**config.mk**
```make
export PLATFORM = sky130hd
export DESIGN_NAME = dac8531_update_arbiter
export DESIGN_NICKNAME = d
export VERILOG_FILES = /design/src/rtl/dac8531_update_arbiter.sv
export SDC_FILE = /design/constraint.sdc
export NUM_CORES = 1
export LEC_CHECK = 0
export CORE_ASPECT_RATIO = 0.6
export CORE_MARGIN = 2
export CORE_UTILIZATION = 48
export CTS_BUF_LIST = sky130_fd_sc_hd__clkbuf_4 sky130_fd_sc_hd__clkbuf_8
export CTS_CLUSTER_DIAMETER = 80
export DETAILED_ROUTE_END_ITERATION = 10
export PLACE_DENSITY = 0.95
export SLEW_MARGIN = 10
export SYNTH_ARGS = -nofsm -noshare
export SYNTH_HDL_FRONTEND = slang
export SYNTH_SLANG_ARGS = --single-unit
```
**constraint.sdc**
```tcl
create_clock -name CLK -period 3.3 [get_ports CLK]
set_clock_uncertainty 0.1 [all_clocks]
set_input_delay 0.825 -clock CLK [delete_from_list [all_inputs] [get_ports CLK]]
set_output_delay 0.825 -clock CLK [all_outputs]
set_load 0.01 [all_outputs]
```
**src/rtl/dac8531_update_arbiter.sv**
```systemverilog
// Purpose : round-robin arbiter sharing one DAC8531 serial writer among N_REQ requesters.
// Latency : grant 1 cycle after REQ is seen in IDLE; ACK 1 cycle after DAC_OVER rises.
// Backpres: REQ is a level held until ACK; grants wait for DAC_OVER=1 and a MIN_GAP idle gap.
//
// Ports:
//   CLK, RESET_N        clock and asynchronous active-low reset
//   REQ  [N_REQ]        level request per requester, held until its ACK
//   CODE [16*N_REQ]     requester i code on CODE[16*i+15:16*i]
//   ACK  [N_REQ]        one-cycle completion pulse to the granted requester
//   BUSY                high from grant until the post-frame gap ends
//   DAC_TR              trigger to the writer, held until DAC_OVER goes low
//   DAC_DATA [24]       {8'h00, code}; holds its value between frames
//   DAC_OVER            writer flag: 1 = idle, 0 = frame in progress
//   LAST_CODE [16]      code of the last successfully written frame
//   ERR                 sticky handshake timeout flag, cleared only by reset
//
// Build option: define SKIP_DUP_EN to acknowledge a request whose code equals
// LAST_CODE without issuing a frame (never before the first completed frame).
module dac8531_update_arbiter #(
    parameter int N_REQ   = 4,
    parameter int MIN_GAP = 16,
    parameter int TIMEOUT = 256
) (
    input  logic                 CLK,
    input  logic                 RESET_N,
    input  logic [N_REQ-1:0]     REQ,
    input  logic [16*N_REQ-1:0]  CODE,
    output logic [N_REQ-1:0]     ACK,
    output logic                 BUSY,
    output logic                 DAC_TR,
    output logic [23:0]          DAC_DATA,
    input  logic                 DAC_OVER,
    output logic [15:0]          LAST_CODE,
    output logic                 ERR
);

    localparam int IW   = (N_REQ > 1) ? $clog2(N_REQ) : 1;
    localparam int CMAX = (TIMEOUT > MIN_GAP) ? TIMEOUT : MIN_GAP;
    localparam int CW   = $clog2(CMAX + 1);

    localparam logic [CW-1:0] TO_LAST  = CW'(TIMEOUT - 1);
    localparam logic [CW-1:0] GAP_LAST = CW'(MIN_GAP - 1);
    localparam logic [IW-1:0] IDX_LAST = IW'(N_REQ - 1);

    typedef enum logic [1:0] {
        S_IDLE   = 2'd0,
        S_LAUNCH = 2'd1,
        S_DONE   = 2'd2,
        S_HOLD   = 2'd3
    } state_t;

    state_t            state, state_nxt;
    logic [IW-1:0]     idx, idx_nxt;
    logic [IW-1:0]     rr_ptr, rr_nxt;
    logic [CW-1:0]     cnt, cnt_nxt;
    logic [N_REQ-1:0]  ack_nxt;
    logic              busy_nxt;
    logic              tr_nxt;
    logic              err_nxt;
    logic [23:0]       data_nxt;
    logic [15:0]       last_nxt;
`ifdef SKIP_DUP_EN
    logic              have_frame, have_frame_nxt;
`endif

    // Requester index rr_ptr+k, wrapped at N_REQ (N_REQ need not be a power of two).
    function automatic logic [IW-1:0] wrap_add(input logic [IW-1:0] base, input int k);
        int s;
        s = int'(base) + k;
        if (s >= N_REQ) s = s - N_REQ;
        return IW'(s);
    endfunction

    function automatic logic [IW-1:0] next_idx(input logic [IW-1:0] cur);
        return (cur == IDX_LAST) ? '0 : cur + 1'b1;
    endfunction

    // Round-robin selection: first set REQ scanning upward from rr_ptr.
    logic          sel_vld;
    logic [IW-1:0] sel_idx;
    logic [15:0]   sel_code;

    always_comb begin
        sel_vld  = 1'b0;
        sel_idx  = '0;
        sel_code = '0;
        for (int k = 0; k < N_REQ; k++) begin
            if (!sel_vld && REQ[wrap_add(rr_ptr, k)]) begin
                sel_vld = 1'b1;
                sel_idx = wrap_add(rr_ptr, k);
            end
        end
        for (int i = 0; i < N_REQ; i++) begin
            if (sel_idx == IW'(i)) sel_code = CODE[16*i +: 16];
        end
    end

    always_comb begin
        state_nxt = state;
        idx_nxt   = idx;
        rr_nxt    = rr_ptr;
        cnt_nxt   = cnt;
        ack_nxt   = '0;
        busy_nxt  = BUSY;
        tr_nxt    = DAC_TR;
        err_nxt   = ERR;
        data_nxt  = DAC_DATA;
        last_nxt  = LAST_CODE;
`ifdef SKIP_DUP_EN
        have_frame_nxt = have_frame;
`endif
        unique case (state)
            S_IDLE: begin
                // DAC_OVER low here means the writer is still draining a frame.
                if (sel_vld && DAC_OVER) begin
`ifdef SKIP_DUP_EN
                    if (have_frame && (sel_code == LAST_CODE)) begin
                        // Writer already holds this code: acknowledge without a frame.
                        ack_nxt[sel_idx] = 1'b1;
                        rr_nxt           = next_idx(sel_idx);
                    end else
`endif
                    begin
                        idx_nxt   = sel_idx;
                        data_nxt  = {8'h00, sel_code};
                        busy_nxt  = 1'b1;
                        tr_nxt    = 1'b1;
                        cnt_nxt   = '0;
                        state_nxt = S_LAUNCH;
                    end
                end
            end
            S_LAUNCH: begin
                if (!DAC_OVER) begin
                    tr_nxt    = 1'b0;
                    cnt_nxt   = '0;
                    state_nxt = S_DONE;
                end else if (cnt == TO_LAST) begin
                    // Writer never accepted: abort, keep rr_ptr so the same requester retries.
                    tr_nxt    = 1'b0;
                    err_nxt   = 1'b1;
                    cnt_nxt   = '0;
                    state_nxt = S_HOLD;
                end else begin
                    cnt_nxt = cnt + 1'b1;
                end
            end
            S_DONE: begin
                if (DAC_OVER) begin
                    ack_nxt[idx] = 1'b1;
                    last_nxt     = DAC_DATA[15:0];
                    rr_nxt       = next_idx(idx);
                    cnt_nxt      = '0;
                    state_nxt    = S_HOLD;
`ifdef SKIP_DUP_EN
                    have_frame_nxt = 1'b1;
`endif
                end else if (cnt == TO_LAST) begin
                    err_nxt   = 1'b1;
                    cnt_nxt   = '0;
                    state_nxt = S_HOLD;
                end else begin
                    cnt_nxt = cnt + 1'b1;
                end
            end
            S_HOLD: begin
                if (cnt == GAP_LAST) begin
                    busy_nxt  = 1'b0;
                    cnt_nxt   = '0;
                    state_nxt = S_IDLE;
                end else begin
                    cnt_nxt = cnt + 1'b1;
                end
            end
            default: state_nxt = S_IDLE;
        endcase
    end

    always_ff @(posedge CLK or negedge RESET_N) begin
        if (!RESET_N) begin
            state     <= S_IDLE;
            idx       <= '0;
            rr_ptr    <= '0;
            cnt       <= '0;
            ACK       <= '0;
            BUSY      <= 1'b0;
            DAC_TR    <= 1'b0;
            DAC_DATA  <= '0;
            LAST_CODE <= '0;
            ERR       <= 1'b0;
`ifdef SKIP_DUP_EN
            have_frame <= 1'b0;
`endif
        end else begin
            state     <= state_nxt;
            idx       <= idx_nxt;
            rr_ptr    <= rr_nxt;
            cnt       <= cnt_nxt;
            ACK       <= ack_nxt;
            BUSY      <= busy_nxt;
            DAC_TR    <= tr_nxt;
            DAC_DATA  <= data_nxt;
            LAST_CODE <= last_nxt;
            ERR       <= err_nxt;
`ifdef SKIP_DUP_EN
            have_frame <= have_frame_nxt;
`endif
        end
    end

endmodule

```
---- After elaboration in Yosys (flattened, before gate mapping) ----
Cells that the tools add are included.
cells by class
  reduce and logical (&&, ||, !) cells .... 19
  equal/unequal tests ..................... 14
  mux-type cells .......................... 51
  order comparisons ....................... 10
  add/sub/neg operators ................... 9
operator list
  operator                                                                      count
  16-bit two-way mux                                                            4
  9-bit two-way mux                                                             5
  9-bit case mux with 4 select lines                                            1
  2-bit two-way mux                                                             14
  1-bit two-way mux                                                             16
  2-bit by 3-bit less-than comparator with 1-bit output, second input constant  5
  2-bit == test, second input constant                                          5
  9-bit by 1-bit adder with 9-bit output, second input constant                 1
  9-bit by 4-bit == test with 1-bit output, second input constant               1
  9-bit by 8-bit == test with 1-bit output, second input constant               1
  3-bit >= comparator, second input constant                                    3
  3-bit AND reduction                                                           3
  1-bit binary-select mux with 2-bit select                                     4
  4-bit two-way mux                                                             2
  2-bit inequality test, second input constant                                  4
  2-bit case mux with 4 select lines                                            1
  2-bit by 1-bit subtractor with 2-bit output, second input constant            4
  2-bit by 2-bit adder with 3-bit output, second input constant                 2
  1-bit case mux with 2 select lines                                            3
  2-bit AND reduction                                                           3
  2-bit nonzero test                                                            3
  1-bit logical AND                                                             5
  2-bit by 1-bit == test with 1-bit output, second input constant               2
  2-bit zero test                                                               2
  7 further kinds                                                               9
storage, ports and cells
  logic and storage cells ................. 113
  bits in registers ....................... 54
  output and inout port bits .............. 47
  input port bits ......................... 71

---- Logic depth before layout (Yosys ltp) ----
Gate-level depths: netlist of run 1.
  depth in word-level cells ............... 19
  gate-level depth with buffers ........... 11

---- Least setup slack after synthesis of run 1 ----
OpenSTA, ideal clock, no wires.
  kind .................................... register -> register
  start point ............................. register cnt[0]
  end point ............................... register cnt[6]
  cell stages (with the launch flop) ...... 11
  clock period less this slack ............ 2276 ps
  slack ................................... 1024 ps
  library setup time ...................... 82 ps
  data required time ...................... 3118 ps
  arrival ................................. 2094 ps
  cell sequence ........................... dfrtp_1 ha_1 and3_1 and3_2 nand3_1 inv_1 ha_1 a21o_1 a21oi_2 or2b_1 a31oi_1
on the way
  longest elaborated chain between the ends .. 4
  elaborated cells on any way between the ends .. 8
  those cells by class .................... 1 x add/sub; 2 x eq/ne; 5 x mux
RTL lines
  item                                                                                                RTL line  source
  from (decl)                                                                                         55        logic [CW-1:0] cnt, cnt_nxt;
  from (signal assigned)                                                                              198       cnt <= cnt_nxt;
  9-bit by 1-bit adder with 9-bit output or 9-bit by 8-bit == test with 1-bit output (tied branches)  -
  9-bit two-way mux                                                                                   138, 158
  9-bit two-way mux, on equally long branches                                                         149, 134
  9-bit case mux with 4 select lines (*)                                                              112       unique case (state)
Mark *: on every way between the ends. The rest lies on a longest branch, timed or not.
A chain may end at the register's enable or synchronous reset.

---- Final worst setup path of run 1 ----
Ends and elaborated chain as after synthesis.

==> metrics.csv, run 1 <==
metric,value,unit
"Async S/R FF share, synth",1.000,
critical path endpoint,cnt[6]$_DFFE_PN0P_,
"Seq/Total Area, Yosys",0.4588,
part of the cycle the worst path needs,0.8791,
nets,454,
DP HPWL,5.567,mm
WL final,7.430,mm
diode count,0,
Synth area leader,dfrtp_1,
share of the synthesized area in the top cell type,0.4588,
total gr overflow,0,
"Hold Vio Cnt, Final",0,
critical path's most frequent cell,ha_1,
input/output buffers,109,
worst-path cell chain,ha_1 > and3_1 > and3_2 > nand3_1 > inv_1 > ha_1 > a21o_1 > a21oi_2 > or2b_1 > a31oi_1,
Die ar.,6799,µm²
critical path required time,3.42,ns
Root Driver,clkbuf_8,
Synth-to-Final Area Change,42.06,%
Worst-path clk slew,0.09,ns
Remaining DRCs,0,
reg2reg start,cnt[0]$_DFFE_PN0P_,
crit start category,flop,
leak pwr,0.001899,µW
post-route ant nets,0,
Synth Flop Type,dfrtp_1,
crit path time final,2.901,ns
"commonest non-fill, non-tap cell in the layout",clkdlybuf4s50_1,
ranking of synthesized cells by area,"dfrtp_1 (46%), mux2i_1 (11%), mux2_2 (7.3%), ha_1 (5.1%), o221ai_1 (4.8%)",
Ys Warns,0,
Mapped Cells,263,
Max-Cap Viols,0,
# placed instances,448,
non-filler cells in the finished layout,456,
Post-Syn Area per Cell,11.20,µm²
Post-CTS Setup Inserts,0,
CP Capture Type,flop,
power density over the cells,726.8,nW/µm²
largest net degree at the start of global routing,34,
CTS tree,yes,
CP peak stage delay,0.47,ns
Via density,5.314,
# IOs,118,
drt wl/cell,16.29,µm
post_cts resized,0,
Reg2Reg Depth,10,
initial antenna violation count,0,
Crit. path cell count,10,
Sum Neg Setup Slack,0,ns
Sink Count,54,
Die Y,64.68,µm
FF-to-FF End,cnt[6]$_DFFE_PN0P_,
"commonest cells after routing, fill and taps aside","clkdlybuf4s50_1 (108), dfrtp_1 (54), mux2i_1 (32), nand2_1 (29), mux2_2 (19)",
Starting Density,0.4886,
"Slowest-stage cell, CP",a21oi_2,
worst hold margin,0.3696,ns
TritonCTS Buffers,5,
vias in the first global route,2360,
via count,2423,
critical path type,flop to flop,
"flops & latches, synth",54,
Tot Pwr,3041,µW
Pins Over Slew Limit,0,
Max Clk Rate,344.7,MHz
layout cells sized above 1,0.1210,
crit path max fanout,13,
Die W,105.1,µm
Max IR drop VDD,0.0003974,V
CP startpoint,cnt[0]$_DFFE_PN0P_,
Rel. slew slack,0.5234,
cell row count,22,
final setup fails,0,
clk_lat worst skew,0.30,ns
Synth cell types,43,
1st-iter DRT viols,162,
GRT Overall Usage,0.2208,
Critical Path AT,3.02,ns
worst-margin pin slew,0.7086,ns
# hold bufs at CTS,0,
Bufs and invs on worst path,1,
first-pass GRT wire length,11.79,mm
CTS H-tree lvls,2,
status,"complete, no violations",
RSZ-0062 raised after global routing,no,
"EDFF count, synth",0,
First-pass DRT Iterations,6,
reg2reg setup slack,0.40,ns
maximum root-to-sink buffer count,2,
core area,6028,µm²
GPL Wtd Cong,0.8839,
Worst Hold Class,flop to flop,
CP top delay family,simple AND/OR/NAND/NOR gates,
Post-Syn Area,2945,µm²
## per-layer routing
metal  vias to the layer above  GRT usage  part of all wire
li1                       1159          -                 -
met1                      1167     0.3099              0.48
met2                        93     0.3482              0.45
met3                         4    0.05231             0.066
met4                         0    0.05500            0.0042
met5                         -          0                 0
## cells by family after synthesis
| group | share of synthesized area |
|---|---|
| XOR/XNOR | 0.002974 |
| buffers and inverters | 0.06287 |
| adder cells (fa/ha/maj) | 0.05098 |
| flip-flops | 0.4588 |
| multiplexers | 0.1814 |
| AO/OA/AOI/OAI | 0.1427 |
| AND/OR/NAND/NOR | 0.09898 |
| other | 0.001273 |
## cells in the mapped netlist, types with 2 or more instances
| master | n |
|---|---|
| dfrtp_1 | 54 |
| mux2i_1 | 32 |
| nand2_1 | 29 |
| mux2_2 | 19 |
| o221ai_1 | 16 |
| buf_4 | 12 |
| ha_1 | 12 |
| a21oi_1 | 9 |
| inv_1 | 9 |
| and3_1 | 5 |
| nand3_1 | 5 |
| nor2_1 | 5 |
| o21ai_0 | 5 |
| a21o_1 | 4 |
| a31oi_1 | 4 |
| nand2b_1 | 4 |
| buf_2 | 3 |
| buf_6 | 3 |
| o22ai_1 | 3 |
| or2b_1 | 3 |
| a22o_1 | 2 |
| clkbuf_1 | 2 |
| o31ai_1 | 2 |
| or4_4 | 2 |
## sequential cells by signal, indices dropped and copies added (netlist names)
| name | flops |
|---|---|
| ACK | 4 |
| BUSY | 1 |
| DAC_DATA | 16 |
| DAC_TR | 1 |
| ERR | 1 |
| LAST_CODE | 16 |
| cnt | 9 |
| idx | 2 |
| rr_ptr | 2 |
| state | 2 |
## worst register-to-register path: cells and delay by family, from the launching register on
family                     cells  cell delay (ns)
DFF                            1             0.43
adders and majority gates      2             0.55
and+or+nand+nor                4             0.85
AOI/OAI and AO/OA              3             0.83
buffers and inverters          1             0.06
## report_power, final
part / switching, µW / total, µW / leakage (µW) / internal, µW
Clock: 207 / 451 / 0.0000593 / 244
Combinational: 675 / 1500 / 0.00115 / 823
Sequential: 188 / 1090 / 0.000691 / 904
## worst min-delay path by stage
stage                          start                    end  slack, ns  cells past startpoint
2_1_floorplan  rr_ptr[0]$_DFFE_PN0P_  rr_ptr[0]$_DFFE_PN0P_       0.39                      2
4_1_cts              ERR$_DFFE_PN0P_        ERR$_DFFE_PN0P_       0.37                      1
3_5_place_dp         ERR$_DFFE_PN0P_        ERR$_DFFE_PN0P_       0.35                      1
3_3_place_gp         ERR$_DFFE_PN0P_        ERR$_DFFE_PN0P_       0.35                      1
6_report             ERR$_DFFE_PN0P_        ERR$_DFFE_PN0P_       0.37                      1
5_1_grt              ERR$_DFFE_PN0P_        ERR$_DFFE_PN0P_       0.39                      1
## stage by stage
stage               setup slack, ns  utilization  instance area (µm²)
finish                       0.3990       0.6941                 4184
global route                 0.2749       0.6941                 4184
CTS                          0.4425       0.6941                 4184
detailed placement           0.4147       0.6752                 4070
global placement             0.5551       0.6752                 4070
floorplan                     1.024            -                 2972
## final cells by class
| class | instances | area [µm²] |
|---|---|---|
| fill | 430 | 1844 |
| multi-input combinational | 186 | 1436 |
| sequential | 54 | 1351 |
| timing repair buffer | 115 | 1144 |
| tap | 84 | 105.1 |
| clock buffer | 7 | 83.83 |
| inverter | 9 | 33.78 |
| clock inverter | 1 | 30.03 |
(Power assumes the default switching activity.)
==> inputs of run 2 (changes only) <==
CORE_ASPECT_RATIO = unset   (was 0.6)
PLACE_DENSITY = 0.88   (was 0.95)
==> run 2 against run 1 <==
  * First-iteration DRC count is 14% lower
  * Design area down 0.66%
  * Clock-buffer cell count did not move
  * Clock power decreased by 15%
  * Sequential power barely moved
  * Worst setup slack improved by 0.16 ns
  * Combinational power is essentially flat
  * Non-clock buffer count increased by 2
  * Largest power group unchanged
==> metrics.csv, run 2 (synthesized netlist as in run 1, its figures left out) <==
metric,value,unit
maximum root-to-sink buffer count,2,
Largest regs,"DAC_DATA: 16 flops, LAST_CODE: 16 flops, cnt: 9 flops",
GPL Wtd Cong,0.8085,
leak pwr,0.001898,µW
DP HPWL,5.742,mm
crit start category,flop,
part of the cycle the worst path needs,0.8309,
Clock power frac,0.130,
RSZ-0062 raised after global routing,no,
crit path max fanout,13,
final-layout fill cell count,451,
Worst Hold Class,primary input to asynchronous set/reset pin,
Sink Count,54,
combinational power share,0.501,
Die Y,82.34,µm
drt wl/cell,16.18,µm
Max-Cap Viols,0,
"commonest non-fill, non-tap cell in the layout",clkdlybuf4s50_1,
Max IR drop VDD,0.0003815,V
cell row count,28,
Pins Over Slew Limit,0,
Remaining DRCs,0,
WL final,7.263,mm
vias in the first global route,2470,
# hold bufs at CTS,0,
diode count,0,
Sum Neg Setup Slack,0,ns
Worst-path clk slew,0.09,ns
post-route ant nets,0,
GRT Overall Usage,0.2218,
initial antenna violation count,0,
part of the power in registers,0.369,
"Hold Vio Cnt, Final",0,
Critical Path AT,2.88,ns
CTS H-tree lvls,2,
switching share of total power,0.3587,
Root Driver,clkbuf_8,
Int Power,1901,µW
core area,5921,µm²
final setup fails,0,
CP Capture Type,flop,
Die ar.,6779,µm²
Max Clk Rate,364.7,MHz
worst hold margin,0.3351,ns
nets,456,
total gr overflow,0,
Die W,82.34,µm
crit path time final,2.742,ns
Synth-to-Final Area Change,41.12,%
critical path required time,3.43,ns
First-pass DRT Iterations,4,
Via density,5.548,
largest net degree at the start of global routing,36,
Starting Density,0.4975,
power density over the cells,713.2,nW/µm²
Rel. slew slack,0.6418,
critical path type,flop to flop,
Post-CTS Setup Inserts,0,
CTS tree,yes,
clk_lat worst skew,0.31,ns
# IOs,118,
post_cts resized,0,
input/output buffers,109,
TritonCTS Buffers,5,
first-pass GRT wire length,11.32,mm
worst-margin pin slew,0.5372,ns
1st-iter DRT viols,140,
layout cells sized above 1,0.1257,
via count,2491,
status,"complete, no violations",
sw power,1063,µW
"commonest cells after routing, fill and taps aside","clkdlybuf4s50_1 (108), dfrtp_1 (54), mux2i_1 (32), nand2_1 (29), mux2_2 (19)",
-- run 2: stage by stage --
stage / instances / setup WS, ns / total power (µW) / cell area, µm² / utilization
2_1_floorplan: 270 / 1.024 / 1924 / 2972 / -
3_3_place_gp: 441 / 0.4306 / 2532 / 4061 / 0.6860
3_5_place_dp: 441 / 0.3318 / 2599 / 4061 / 0.6860
4_1_cts: 449 / 0.5559 / 2985 / 4156 / 0.7020
5_1_grt: 449 / 0.4108 / 3166 / 4156 / 0.7020
6_report: 449 / 0.5582 / 2964 / 4156 / 0.7020
-- run 2: final cells by class --
cell class / count / area [µm²] / area share
Multi-Input combinational cell: 186 / 1436 / 0.3456
Sequential cell: 54 / 1351 / 0.3251
Timing Repair Buffer: 117 / 1146 / 0.2757
Tap cell: 75 / 93.84 / 0.02258
Clock buffer: 7 / 90.09 / 0.02167
Inverter: 9 / 33.78 / 0.008128
Clock inverter: 1 / 5.005 / 0.001204
-- run 2: worst paths after layout --
kind	from	to	slack [ns]	depth (start not counted)
worst max-delay path	cnt[0]$_DFFE_PN0P_	cnt[6]$_DFFE_PN0P_	0.56	10
worst min-delay path	RESET_N	LAST_CODE[6]$_DFFE_PN0P_	0.34	1
worst max register to register	cnt[0]$_DFFE_PN0P_	cnt[6]$_DFFE_PN0P_	0.56	10
worst min register to register	ERR$_DFFE_PN0P_	ERR$_DFFE_PN0P_	0.37	1
max in group asynchronous	RESET_N	cnt[4]$_DFFE_PN0P_	1.98	2
min in group CLK	ERR$_DFFE_PN0P_	ERR$_DFFE_PN0P_	0.37	1
-- run 2: per-layer routing --
metal / GRT usage / part of all wire / vias to the layer above
met5: 0 / 0 / -
met4: 0.07667 / 0.023 / 0
met3: 0.06630 / 0.075 / 17
met2: 0.3976 / 0.53 / 108
met1: 0.2493 / 0.37 / 1204
li1: - / - / 1162
-- run 2: worst max-delay path, cell delays in order, from the launching register on --
cell     delay, ns
dfrtp_1       0.42
ha_1          0.26
and3_1        0.20
and3_2        0.23
nand3_1       0.11
inv_1         0.05
ha_1          0.24
a21o_1        0.19
a21oi_2       0.44
or2b_1        0.28
a31oi_1       0.16
-- run 2: power groups by stage --
| stage | logic [µW] | clock network, µW | registers, µW |
|---|---|---|---|
| finish | 1480 | 385 | 1100 |
| global route | 1620 | 417 | 1130 |
| CTS | 1500 | 390 | 1090 |
| detailed placement | 1500 | 0 | 1100 |
| global placement | 1440 | 0 | 1090 |
| floorplan | 770 | 0 | 1150 |
==> inputs of run 3 (changes only) <==
CORE_UTILIZATION = 41   (was 48)
PLACE_DENSITY = 0.79   (was 0.88)
clock period = 2.3 ns   (was 3.3 ns; I/O delays follow)
==> run 3 against run 2 <==
  * Worst hold slack got worse by 0.22 ns
  * Via count decreased by 1.1%
  * Combinational power grew 58%
  * Final cell count up 10%
  * Non-clock buffer count grew 24
  * Register-to-register slack worse by 0.43 ns
  * Die area rose by 16%
  * First-iteration DRC count is 56% lower
  * Total power increased by 51%
  * Sequential share of layout area fell by 2.1 points
  * Highest routed layer unchanged
  * Worst setup slack lost 0.43 ns
  * Fmax grew 26%
==> metrics.csv, run 3 (synthesized netlist as in run 1, its figures left out) <==
metric,value,unit
# hold bufs at CTS,0,
largest net degree at the start of global routing,25,
Remaining DRCs,0,
Largest regs,"DAC_DATA: 16 flops, LAST_CODE: 16 flops, cnt: 9 flops",
crit path max fanout,6,
# IOs,118,
WL final,7.617,mm
switching share of total power,0.3564,
core area,6869,µm²
diode count,0,
Worst Hold Class,primary input to asynchronous set/reset pin,
Int Power,2873,µW
vias in the first global route,2558,
"Hold Vio Cnt, Final",0,
Via density,4.988,
final-layout fill cell count,538,
RSZ-0062 raised after global routing,no,
"commonest non-fill, non-tap cell in the layout",clkdlybuf4s50_1,
CTS H-tree lvls,2,
Final Util,0.6475,
leak pwr,0.002031,µW
Sink Count,54,
Max IR drop VDD,0.0004651,V
input/output buffers,109,
maximum root-to-sink buffer count,2,
critical path required time,2.42,ns
pre-CTS setup slack,-0.1573,ns
clk_lat worst skew,0.31,ns
Clock power frac,0.128,
Sum Neg Setup Slack,0,ns
part of the cycle the worst path needs,0.9459,
GRT Overall Usage,0.1952,
Rel. slew slack,0.6525,
layout cells sized above 1,0.1884,
Max Clk Rate,459.7,MHz
Starting Density,0.4288,
worst-margin pin slew,0.5213,ns
part of the power in registers,0.347,
sw power,1591,µW
initial antenna violation count,0,
crit start category,flop,
critical path type,flop to flop,
Reg2Reg Depth,10,
post-route ant nets,0,
"commonest cells after routing, fill and taps aside","clkdlybuf4s50_1 (108), dfrtp_1 (54), mux2i_1 (32), nand2_1 (29), buf_4 (27)",
first-pass GRT wire length,12.12,mm
Worst-path clk slew,0.11,ns
CP Capture Type,flop,
CTS tree,yes,
total gr overflow,0,
First-pass DRT Iterations,5,
final setup fails,0,
Die Y,88.76,µm
drt wl/cell,15.42,µm
cell row count,30,
Max-Cap Viols,0,
via count,2464,
"crit path setup slack, layout",0.1245,ns
combinational power share,0.525,
status,"complete, no violations",
Tot Pwr,4464,µW
Die W,88.76,µm
crit path time final,2.175,ns
Die ar.,7877,µm²
DP HPWL,5.911,mm
power density over the cells,1004,nW/µm²
Pins Over Slew Limit,0,
Critical Path AT,2.30,ns
nets,480,
Root Driver,clkbuf_8,
TritonCTS Buffers,5,
1st-iter DRT viols,62,
Synth-to-Final Area Change,51.02,%
GPL Wtd Cong,0.7828,
==> run 3: final timing paths <==
kind                            slack (ns)                  endpoint          startpoint
worst max-delay path                  0.12        cnt[2]$_DFFE_PN0P_  cnt[1]$_DFFE_PN0P_
worst min-delay path                  0.12  LAST_CODE[0]$_DFFE_PN0P_             RESET_N
worst max register to register        0.12        cnt[2]$_DFFE_PN0P_  cnt[1]$_DFFE_PN0P_
worst min register to register        0.37           ERR$_DFFE_PN0P_     ERR$_DFFE_PN0P_
max in group asynchronous             1.30  LAST_CODE[5]$_DFFE_PN0P_             RESET_N
min in group CLK                      0.37           ERR$_DFFE_PN0P_     ERR$_DFFE_PN0P_
==> run 3: cell type report <==
cell class / instances / area, µm² / share of cell area
clock inverters: 2 / 17.52 / 0.003938
flip-flops and latches: 54 / 1351 / 0.3038
well taps: 96 / 120.1 / 0.02700
inverters: 9 / 33.78 / 0.007595
clock buffers: 6 / 82.58 / 0.01857
repair buffers: 141 / 1380 / 0.3103
multi-input cells: 186 / 1463 / 0.3288
==> run 3: metal layers <==
metal	vias up	GRT usage	share of wire
li1	1206	-	-
met1	1181	0.2503	0.42
met2	68	0.3426	0.52
met3	9	0.03545	0.042
met4	0	0.04408	0.012
met5	-	0	0
==> run 3: power groups by stage <==
stage / Combinational [µW] / Clock (µW) / Sequential [µW]
floorplan: 1100 / 0 / 1660
global placement: 2250 / 0 / 1550
finish: 2340 / 571 / 1550
CTS: 2340 / 586 / 1550
global route: 2540 / 633 / 1600
detailed placement: 2310 / 0 / 1560
==> run 3: per-stage QoR <==
step / instances / hold slack (ns) / area (µm²)
2_1_floorplan: 270 / 0.1794 / 2972
6_report: 494 / 0.1196 / 4448
3_5_place_dp: 484 / 0.3473 / 4303
4_1_cts: 492 / 0.1332 / 4413
3_3_place_gp: 484 / 0.3441 / 4303
5_1_grt: 494 / 0.1539 / 4448
==> run 3: timing repair <==
| action | in CTS | in global routing |
|---|---|---|
| setup buffers | 0 | 2 |
| gates cloned | 0 | 0 |
| pin swaps | 2 | 5 |
| gates resized for setup | 2 | 5 |
| endpoints found under the setup margin | 5 | 6 |
==> run 3: critical path, stage by stage, from the launching register on <==
cell and delay, ns:
dfrtp_1 0.39, ha_2 0.20, and3_4 0.15, and3_4 0.18, nand3_2 0.07, inv_1 0.04, ha_2 0.16, a21o_1 0.18
a21oi_4 0.21, or2b_1 0.25, a31oi_1 0.17
